File: src/rtl/fifo.sv
// Single-clock synchronous FIFO: circular buffer with read/write pointers.
// A wrap flag per pointer tells a full buffer from an empty one when the pointers are equal.
module fifo #(
    parameter int size     = 8,
    parameter int DEPTH    = 16,
    parameter int ptr_size = 4
) (
    input  logic            clk,
    input  logic            rst,
    input  logic [size-1:0] wr_data,
    output logic [size-1:0] r_data,
    output logic            empty,
    output logic            full,
    input  logic            wr_en,
    input  logic            r_en
);
    localparam logic [ptr_size-1:0] LAST = ptr_size'(DEPTH - 1);

    logic [size-1:0]     mem [DEPTH];
    logic [ptr_size-1:0] wr_ptr_q, wr_ptr_d;
    logic [ptr_size-1:0] r_ptr_q, r_ptr_d;
    logic                wr_flg_q, wr_flg_d;
    logic                r_flg_q, r_flg_d;
    logic [size-1:0]     r_data_q, r_data_d;
    logic                wr_acc, r_acc;

    assign empty  = (wr_ptr_q == r_ptr_q) && (wr_flg_q == r_flg_q);
    assign full   = (wr_ptr_q == r_ptr_q) && (wr_flg_q != r_flg_q);
    assign r_data = r_data_q;

    // Acceptance uses the pre-edge flags, so an empty FIFO never bypasses write data to the read side.
    assign wr_acc = wr_en && !full;
    assign r_acc  = r_en && !empty;

    always_comb begin
        wr_ptr_d = wr_ptr_q;
        wr_flg_d = wr_flg_q;
        r_ptr_d  = r_ptr_q;
        r_flg_d  = r_flg_q;
        r_data_d = r_data_q;
        if (wr_acc) begin
            wr_ptr_d = (wr_ptr_q == LAST) ? '0 : wr_ptr_q + 1'b1;
            wr_flg_d = (wr_ptr_q == LAST) ? ~wr_flg_q : wr_flg_q;
        end
        if (r_acc) begin
            r_data_d = mem[r_ptr_q];
            r_ptr_d  = (r_ptr_q == LAST) ? '0 : r_ptr_q + 1'b1;
            r_flg_d  = (r_ptr_q == LAST) ? ~r_flg_q : r_flg_q;
        end
    end

    always_ff @(posedge clk or negedge rst) begin
        if (!rst) begin
            wr_ptr_q <= '0;
            wr_flg_q <= 1'b0;
            r_ptr_q  <= '0;
            r_flg_q  <= 1'b0;
            r_data_q <= '0;
        end else begin
            wr_ptr_q <= wr_ptr_d;
            wr_flg_q <= wr_flg_d;
            r_ptr_q  <= r_ptr_d;
            r_flg_q  <= r_flg_d;
            r_data_q <= r_data_d;
        end
    end

    // Storage is not reset; stale contents are unreachable once the pointers clear.
    always_ff @(posedge clk) begin
        if (wr_acc) mem[wr_ptr_q] <= wr_data;
    end
endmodule

File: config.mk
export PLATFORM = sky130hd
export DESIGN_NAME = fifo
export DESIGN_NICKNAME = d
export VERILOG_FILES = /design/src/rtl/fifo.sv
export SDC_FILE = /design/constraint.sdc
export NUM_CORES = 1
export LEC_CHECK = 0
export BUFFER_PORTS_ARGS = -buffer_cell sky130_fd_sc_hd__buf_4
export CELL_PAD_IN_SITES_DETAIL_PLACEMENT = 0
export CELL_PAD_IN_SITES_GLOBAL_PLACEMENT = 2
export CORE_AREA = 3 3 117 119
export DETAILED_ROUTE_END_ITERATION = 8
export DIE_AREA = 0 0 120 122
export GPL_TIMING_DRIVEN = 0
export PLACE_DENSITY_LB_ADDON = 0.12
export RECOVER_POWER = 25
export SLEW_MARGIN = 10
export SYNTH_ARGS = -nofsm -noshare
export SYNTH_HDL_FRONTEND = slang
export SYNTH_SLANG_ARGS = --single-unit
export TNS_END_PERCENT = 10
File: constraint.sdc
create_clock -name clk -period 3 [get_ports clk]
set_input_delay 0.3 -clock clk [delete_from_list [all_inputs] [get_ports clk]]
set_output_delay 0.3 -clock clk [all_outputs]
set_load 0.05 [all_outputs]
==> flow_summary.ini, run 1 <==
[status]
outcome = complete, no violations

[grt]
globalRouteTotalUtil = 0.188
grt_pass1_vias = 2931
grt_remaining_overflow = 0
grt_pass1_wl_um = 19300
initial_antenna_violation_count = 0
largest_net_degree_at_the_start_of_global_routing = 19

[clocking]
clk_latency_ns = 0.41
clock_transition_time_at_the_flip_flop_clock_pins_of_the_worst_setup_and_hold_paths_ns = 0.06
cts-buffers-inserted = 17
cts_htree_levels = 4
hold_buffers = 1
tritoncts = done
clock-root-buffer = clkbuf_16
cts_repair_resize_count = 0
clock_sinks = 146
post-cts-setup-buffers = 0
clk_path_buf_depth = 2

[drt]
post_drt_via_cell_ratio = 5.46
first_pass_iters = 4
met2WireLength_um = 6430
drt-total-wl_um = 12600
detail-route-antenna-nets = 0
routed-via-count = 2921
routed_wire_length_per_instance_um = 23.5
initialDrtViolationCount = 203
dr.max_layer_used = met4
drt-met1-wl_um = 5520
met3_length_um = 598
drc = 0

[final_layout]
layout_common_cells = edfxtp_1 (128), buf_4 (18), dfrtp_1 (18)
finish.net_count = 367
mostFrequentLayoutCell = edfxtp_1
layout.cell_area.non_filler_sq_mm = 0.00700
final_core_utilization = 0.552
syn2layout_area_growth_pct = 15.5
diodes = 0
drive_above_1_share = 0.237
num-fill-cells = 1030

[floorplan]
die_width_um = 120
core_area_sq_mm = 0.0127
number_of_placed_i_o_pins = 22
area_of_the_die_sq_mm = 0.0146
placement_rows = 41
floorplan.initialDensity = 0.478
die_height_um = 122

[flow_run]
maxCapViolations = 0

[min_path]
hold_end = wr_ptr_q[2]
hold_path_startpoint = wr_en
holdCritPathClass = in -> reg
timing.hold.worst_path_depth = 3

[sta]
period_minus_slack_ns = 2.67
fin_worst_skew_ns = 0.00875
worst_hold_slack_ns = 0.221
period_share = 0.888
worst-slew-pin-transition_ns = 0.769
final-setup-viol-count = 0
final_hold_viol_count = 0
max_clock_freq_ghz = 0.375
grt_setup_unrepaired = no
max_slew_margin = 0.487
timing_max_transition_violations_final = 0
setup_tns_ns = 0

[power]
p_clk_frac = 0.268
share_seq_of_total_power = 0.377
power_switching_uw = 2310
fin_total_pwr_uw = 7060
powerDensity_mw_per_mm2 = 1010
power_leakage_uw = 0.00249
power.combinational.fraction = 0.355
worst_ir_drop_vdd_uv = 519
p_sw_frac = 0.327
cellInternalPower_uw = 4750

[worst_setup_path]
ff2ff_setup_slack_ns = 0.33
critical_path_arrival_ns = 2.76
path_class = reg -> reg
crit_fanout = 10
timing.reg2reg.worst_path_depth = 7
worst_r2r_endpoint = mem[0][2]
cp-end-kind = flip-flop
req_time_crit_path_ns = 3.10
critical_path.startpoint_type = flip-flop
crit-reg2reg-launch = r_ptr_q[1]

[place]
globalplace.congestion = 0.803
detailed_place.area_sq_mm = 0.00648
io_buffers = 21
hpwl_after_detailed_placement_um = 8390

[synthesis]
synth_sequential_area_ratio = 0.709
synth_area_per_cell_sq_um = 19.9
synth_area_sq_mm = 0.00606
synthesis.nets = 322
synth-warning-count = 0
synth_cells = 305
postSynthRegisterBits = 146
synth.distinct_cells = 33
## sequential cells by signal, summed over array words and instances, names as in the netlist
signal and count:
r_data 8, r_ptr_q 4, mem 128, wr_ptr_q 4
wr_flg_q 1, r_flg_q 1
## worst max-delay path by stage
stage	from	to	slack (ns)
5_1_grt	r_ptr_q[1]	mem[0][2]	0.08
2_1_floorplan	r_ptr_q[1]	mem[0][0]	0.45
3_3_place_gp	r_ptr_q[1]	mem[0][1]	-0.56
6_report	r_ptr_q[1]	mem[0][2]	0.33
4_1_cts	r_ptr_q[1]	mem[0][2]	0.28
3_5_place_dp	r_ptr_q[1]	mem[0][7]	0.29
## power by group through the flow
stage	sequential, uW	clock, uW	combinational (uW)
2_1_floorplan	2860	0	1610
3_3_place_gp	2690	0	2480
3_5_place_dp	2710	0	2530
4_1_cts	2670	1920	2550
5_1_grt	2700	2020	2690
6_report	2660	1890	2500
## cell families (layout without fill, tap and decap cells)
family / after synthesis / in the layout / synth area share
and+or+nand+nor: 36 / 36 / 0.0415
AOI/OAI and AO/OA: 28 / 28 / 0.0388
muxes: 60 / 60 / 0.166
buffers and inverters: 20 / 78 / 0.0184
xor gates and xnor gates: 10 / 10 / 0.0157
DFF: 146 / 146 / 0.709
adders and majority gates: 5 / 5 / 0.0103
## cell usage after synthesis
library cell	number	area, sq um
edfxtp_1	128	3840
dfrtp_1	18	450
mux2i_1	16	160
mux4_1	15	394
mux2_2	9	101
mux4_2	9	203
a221oi_1	8	70.1
a22o_1	8	70.1
and3_1	8	50.1
nand2b_1	8	50.1
xnor2_1	8	70.1
mux2_4	7	105
clkbuf_1	6	22.5
buf_2	5	25.0
ha_1	5	62.6
and4b_1	4	40.0
buf_6	4	45.0
mux2_1	4	45.0
nor2_1	4	15.0
nor4bb_1	4	40.0
o211ai_1	4	30.0
and2_1	3	18.8
inv_1	3	11.3
nor2b_1	3	18.8
o21a_1	3	22.5
a32o_1	2	20.0
buf_1	2	7.51
o2111ai_1	2	17.5
a21oi_1	1	5.00
nand4_2	1	12.5
or2_2	1	6.26
xnor2_2	1	16.3
xor2_1	1	8.76
## per-stage QoR
| stage | cells | worst slack, ns |
|---|---|---|
| final | 535 | 0.335 |
| after global routing | 535 | 0.0797 |
| after CTS | 535 | 0.283 |
| after detailed placement | 502 | 0.292 |
| after global placement | 498 | -0.563 |
| after floorplan | 305 | 0.454 |
## layer usage
metal  up-vias  track usage
met5         -            0
met4         0       0.0623
met3         2       0.0348
met2        61        0.295
met1      1509        0.270
li1       1349            -
## critical path, stage by stage (launching register included)
cell and delay (ns):
dfrtp_1 0.43, buf_6 0.21, buf_6 0.20, xnor2_2 0.10
nand4_2 0.19, o21a_1 0.31, nor4bb_2 0.59, buf_2 0.32
## layout make-up
| type | instances | area, sq um | share of cell area |
|---|---|---|---|
| plain buffers | 17 | 100 | 0.0143 |
| clock buffers | 19 | 433 | 0.0619 |
| clock inverters | 13 | 93.8 | 0.0134 |
| inverters | 3 | 11.3 | 0.00161 |
| multi-input cells | 139 | 1680 | 0.240 |
| flip-flops and latches | 146 | 4290 | 0.614 |
| well taps | 172 | 215 | 0.0308 |
| repair buffers | 26 | 173 | 0.0247 |
No activity file was read; power rests on OpenSTA's default activity.
==> run 2, diff against run 1 <==
Settings changed: CELL_PAD_IN_SITES_DETAIL_PLACEMENT 0 to 2, CORE_AREA 3 3 117 119 to 3 3 115 117, CTS_BUF_LIST set to sky130_fd_sc_hd__clkbuf_4, DIE_AREA 0 0 120 122 to 0 0 118 120.
==> run 2 against run 1 <==
- register-to-register slack got worse by 0.14 ns
- sequential power barely moved
- power fell by 3.7%
- die area fell by 3.3%
- critical path depth did not move
- hold slack got worse by 0.17 ns
- setup slack got worse by 0.14 ns
- clock skew rose by 0.013 ns
- non-clock buffer count did not move
- final area fell by 2.5%
- via count rose by 5.6%
- critical endpoint is now mem[0][6]
==> flow_summary.ini, run 2 (synthesis gave the netlist of run 1 again) <==
[clocking]
hold_buffers = 1
clock_transition_time_at_the_flip_flop_clock_pins_of_the_worst_setup_and_hold_paths_ns = 0.12
cts-buffers-inserted = 17
clock_sinks = 146
clock-root-buffer = clkbuf_4
post-cts-setup-buffers = 0
clk_path_buf_depth = 2
tritoncts = done
cts_repair_resize_count = 0
cts_htree_levels = 4
clk_latency_ns = 0.57

[grt]
grt_pass1_wl_um = 22400
grt_pass1_vias = 3399
globalRouteTotalUtil = 0.224
largest_net_degree_at_the_start_of_global_routing = 19
initial_antenna_violation_count = 0
grt_remaining_overflow = 0

[worst_setup_path]
critical_path.startpoint_type = flip-flop
critical_path.slowest_cell = nor4bb_2
path_class = reg -> reg
cp_common_cell = buf_6
timing.reg2reg.worst_path_depth = 7
cp-end-kind = flip-flop
req_time_crit_path_ns = 3.29
cp.buffers_inverters = 3
crit-reg2reg-launch = r_ptr_q[1]
worst_r2r_endpoint = mem[0][6]
ff2ff_setup_slack_ns = 0.20
worst_path_largest_cell_delay_ns = 0.70
crit_fanout = 10
critical_path_arrival_ns = 3.09
worst_path_dominant_cell_family = simple AND/OR/NAND/NOR gates
list_of_cells_traversed_by_the_critical_path = buf_6, buf_6, xnor2_2, nand4_2, o21a_1, nor4bb_2, buf_4

[place]
hpwl_after_detailed_placement_um = 9930
io_buffers = 21
globalplace.congestion = 0.781

[final_layout]
drive_above_1_share = 0.242
num-fill-cells = 1070
finish.net_count = 367
diodes = 0
layout_common_cells = edfxtp_1 (128), clkbuf_4 (19), dfrtp_1 (18)
final-seq-area_sq_mm = 0.00429
syn2layout_area_growth_pct = 12.6
area_of_the_multi_input_gates_sq_mm = 0.00168
mostFrequentLayoutCell = edfxtp_1
largest_reg_flops = 128
register_containing_the_most_flip_flops_in_the_final_layout = mem

[sta]
max_clock_freq_ghz = 0.357
max_slew_margin = 0.385
worst-slew-pin-transition_ns = 0.923
grt_setup_unrepaired = no
period_minus_slack_ns = 2.80
final-setup-viol-count = 0
fin_worst_skew_ns = 0.0222
period_share = 0.934
setup_tns_ns = 0
timing_max_transition_violations_final = 0
final_hold_viol_count = 0

[drt]
routed_wire_length_per_instance_um = 27.5
first_pass_iters = 4
initialDrtViolationCount = 228
drc = 0
post_drt_via_cell_ratio = 5.77
routed-via-count = 3086
detail-route-antenna-nets = 0
drt-total-wl_um = 14700

[power]
fin_total_pwr_uw = 6800
power_leakage_uw = 0.00242
worst_ir_drop_vdd_uv = 479
powerDensity_mw_per_mm2 = 996

[min_path]
hold_path_startpoint = r_en
hold_end = r_flg_q
holdCritPathClass = in -> reg
timing.hold.worst_path_depth = 3

[floorplan]
placement_rows = 41
die_width_um = 118
die_height_um = 120
area_of_the_die_sq_mm = 0.0142
core_area_sq_mm = 0.0125
floorplan.initialDensity = 0.486
number_of_placed_i_o_pins = 22

[flow_run]
maxCapViolations = 0

[status]
outcome = complete, no violations
## run 2: cell count changes in the layout (fill, tap and decap cells not counted)
cell,delta
buf_2,-1
bufinv_16,+5
clkinv_2,-1
clkinvlp_4,-1
buf_4,-1
clkbuf_4,+19
clkinv_1,-2
clkbuf_16,-17
inv_6,-1
## run 2: area by class of cell
class | instances | share of cell area
clock inverters | 13 | 0.0315
inverters | 3 | 0.00165
flip-flops and latches | 146 | 0.629
clock buffers | 19 | 0.0209
plain buffers | 17 | 0.0147
multi-input cells | 139 | 0.246
repair buffers | 26 | 0.0246
well taps | 172 | 0.0315
## run 2: worst max-delay path by stage
stage,start,to,slack (ns),cells after the start
final,r_ptr_q[1],mem[0][6],0.20,7
after global routing,r_ptr_q[1],mem[0][6],0.04,7
after CTS,r_ptr_q[1],mem[0][7],0.20,7
after detailed placement,r_ptr_q[1],mem[0][4],0.23,7
after global placement,r_ptr_q[1],mem[0][4],-0.51,6
after floorplan,r_ptr_q[1],mem[0][0],0.45,6
## run 2: report_power, final
group          switching (uW)  leakage, uW  internal [uW]  total [uW]
registers                 163      0.00137           2510        2670
logic                    1460     0.000859           1120        2580
clock network             709     0.000191            835        1540
total                    2330      0.00242           4460        6800
## run 2: worst reg2reg max path: stages (launching register included)
cell      delay (ns)
dfrtp_1         0.45
buf_6           0.22
buf_6           0.20
xnor2_2         0.10
nand4_2         0.19
o21a_1          0.36
nor4bb_2        0.71
buf_4           0.28
## run 2: stage by stage
| step | hold slack, ns | worst slack (ns) | util | area (sq um) | std cells |
|---|---|---|---|---|---|
| 2_1_floorplan | 0.00441 | 0.454 | - | 6060 | 305 |
| 3_5_place_dp | 0.195 | 0.235 | 0.520 | 6490 | 502 |
| 3_3_place_gp | 0.193 | -0.510 | 0.516 | 6430 | 498 |
| 4_1_cts | 0.00262 | 0.196 | 0.550 | 6850 | 535 |
| 5_1_grt | 0.0299 | 0.0442 | 0.547 | 6820 | 535 |
| 6_report | 0.0525 | 0.199 | 0.547 | 6820 | 535 |
## run 2: metal layers
metal / vias up / wire [um] / track usage
met5: - / 0 / 0
met4: 0 / 274 / 0.0718
met3: 17 / 605 / 0.0608
met2: 73 / 7410 / 0.374
met1: 1638 / 6430 / 0.289
li1: 1358 / - / -
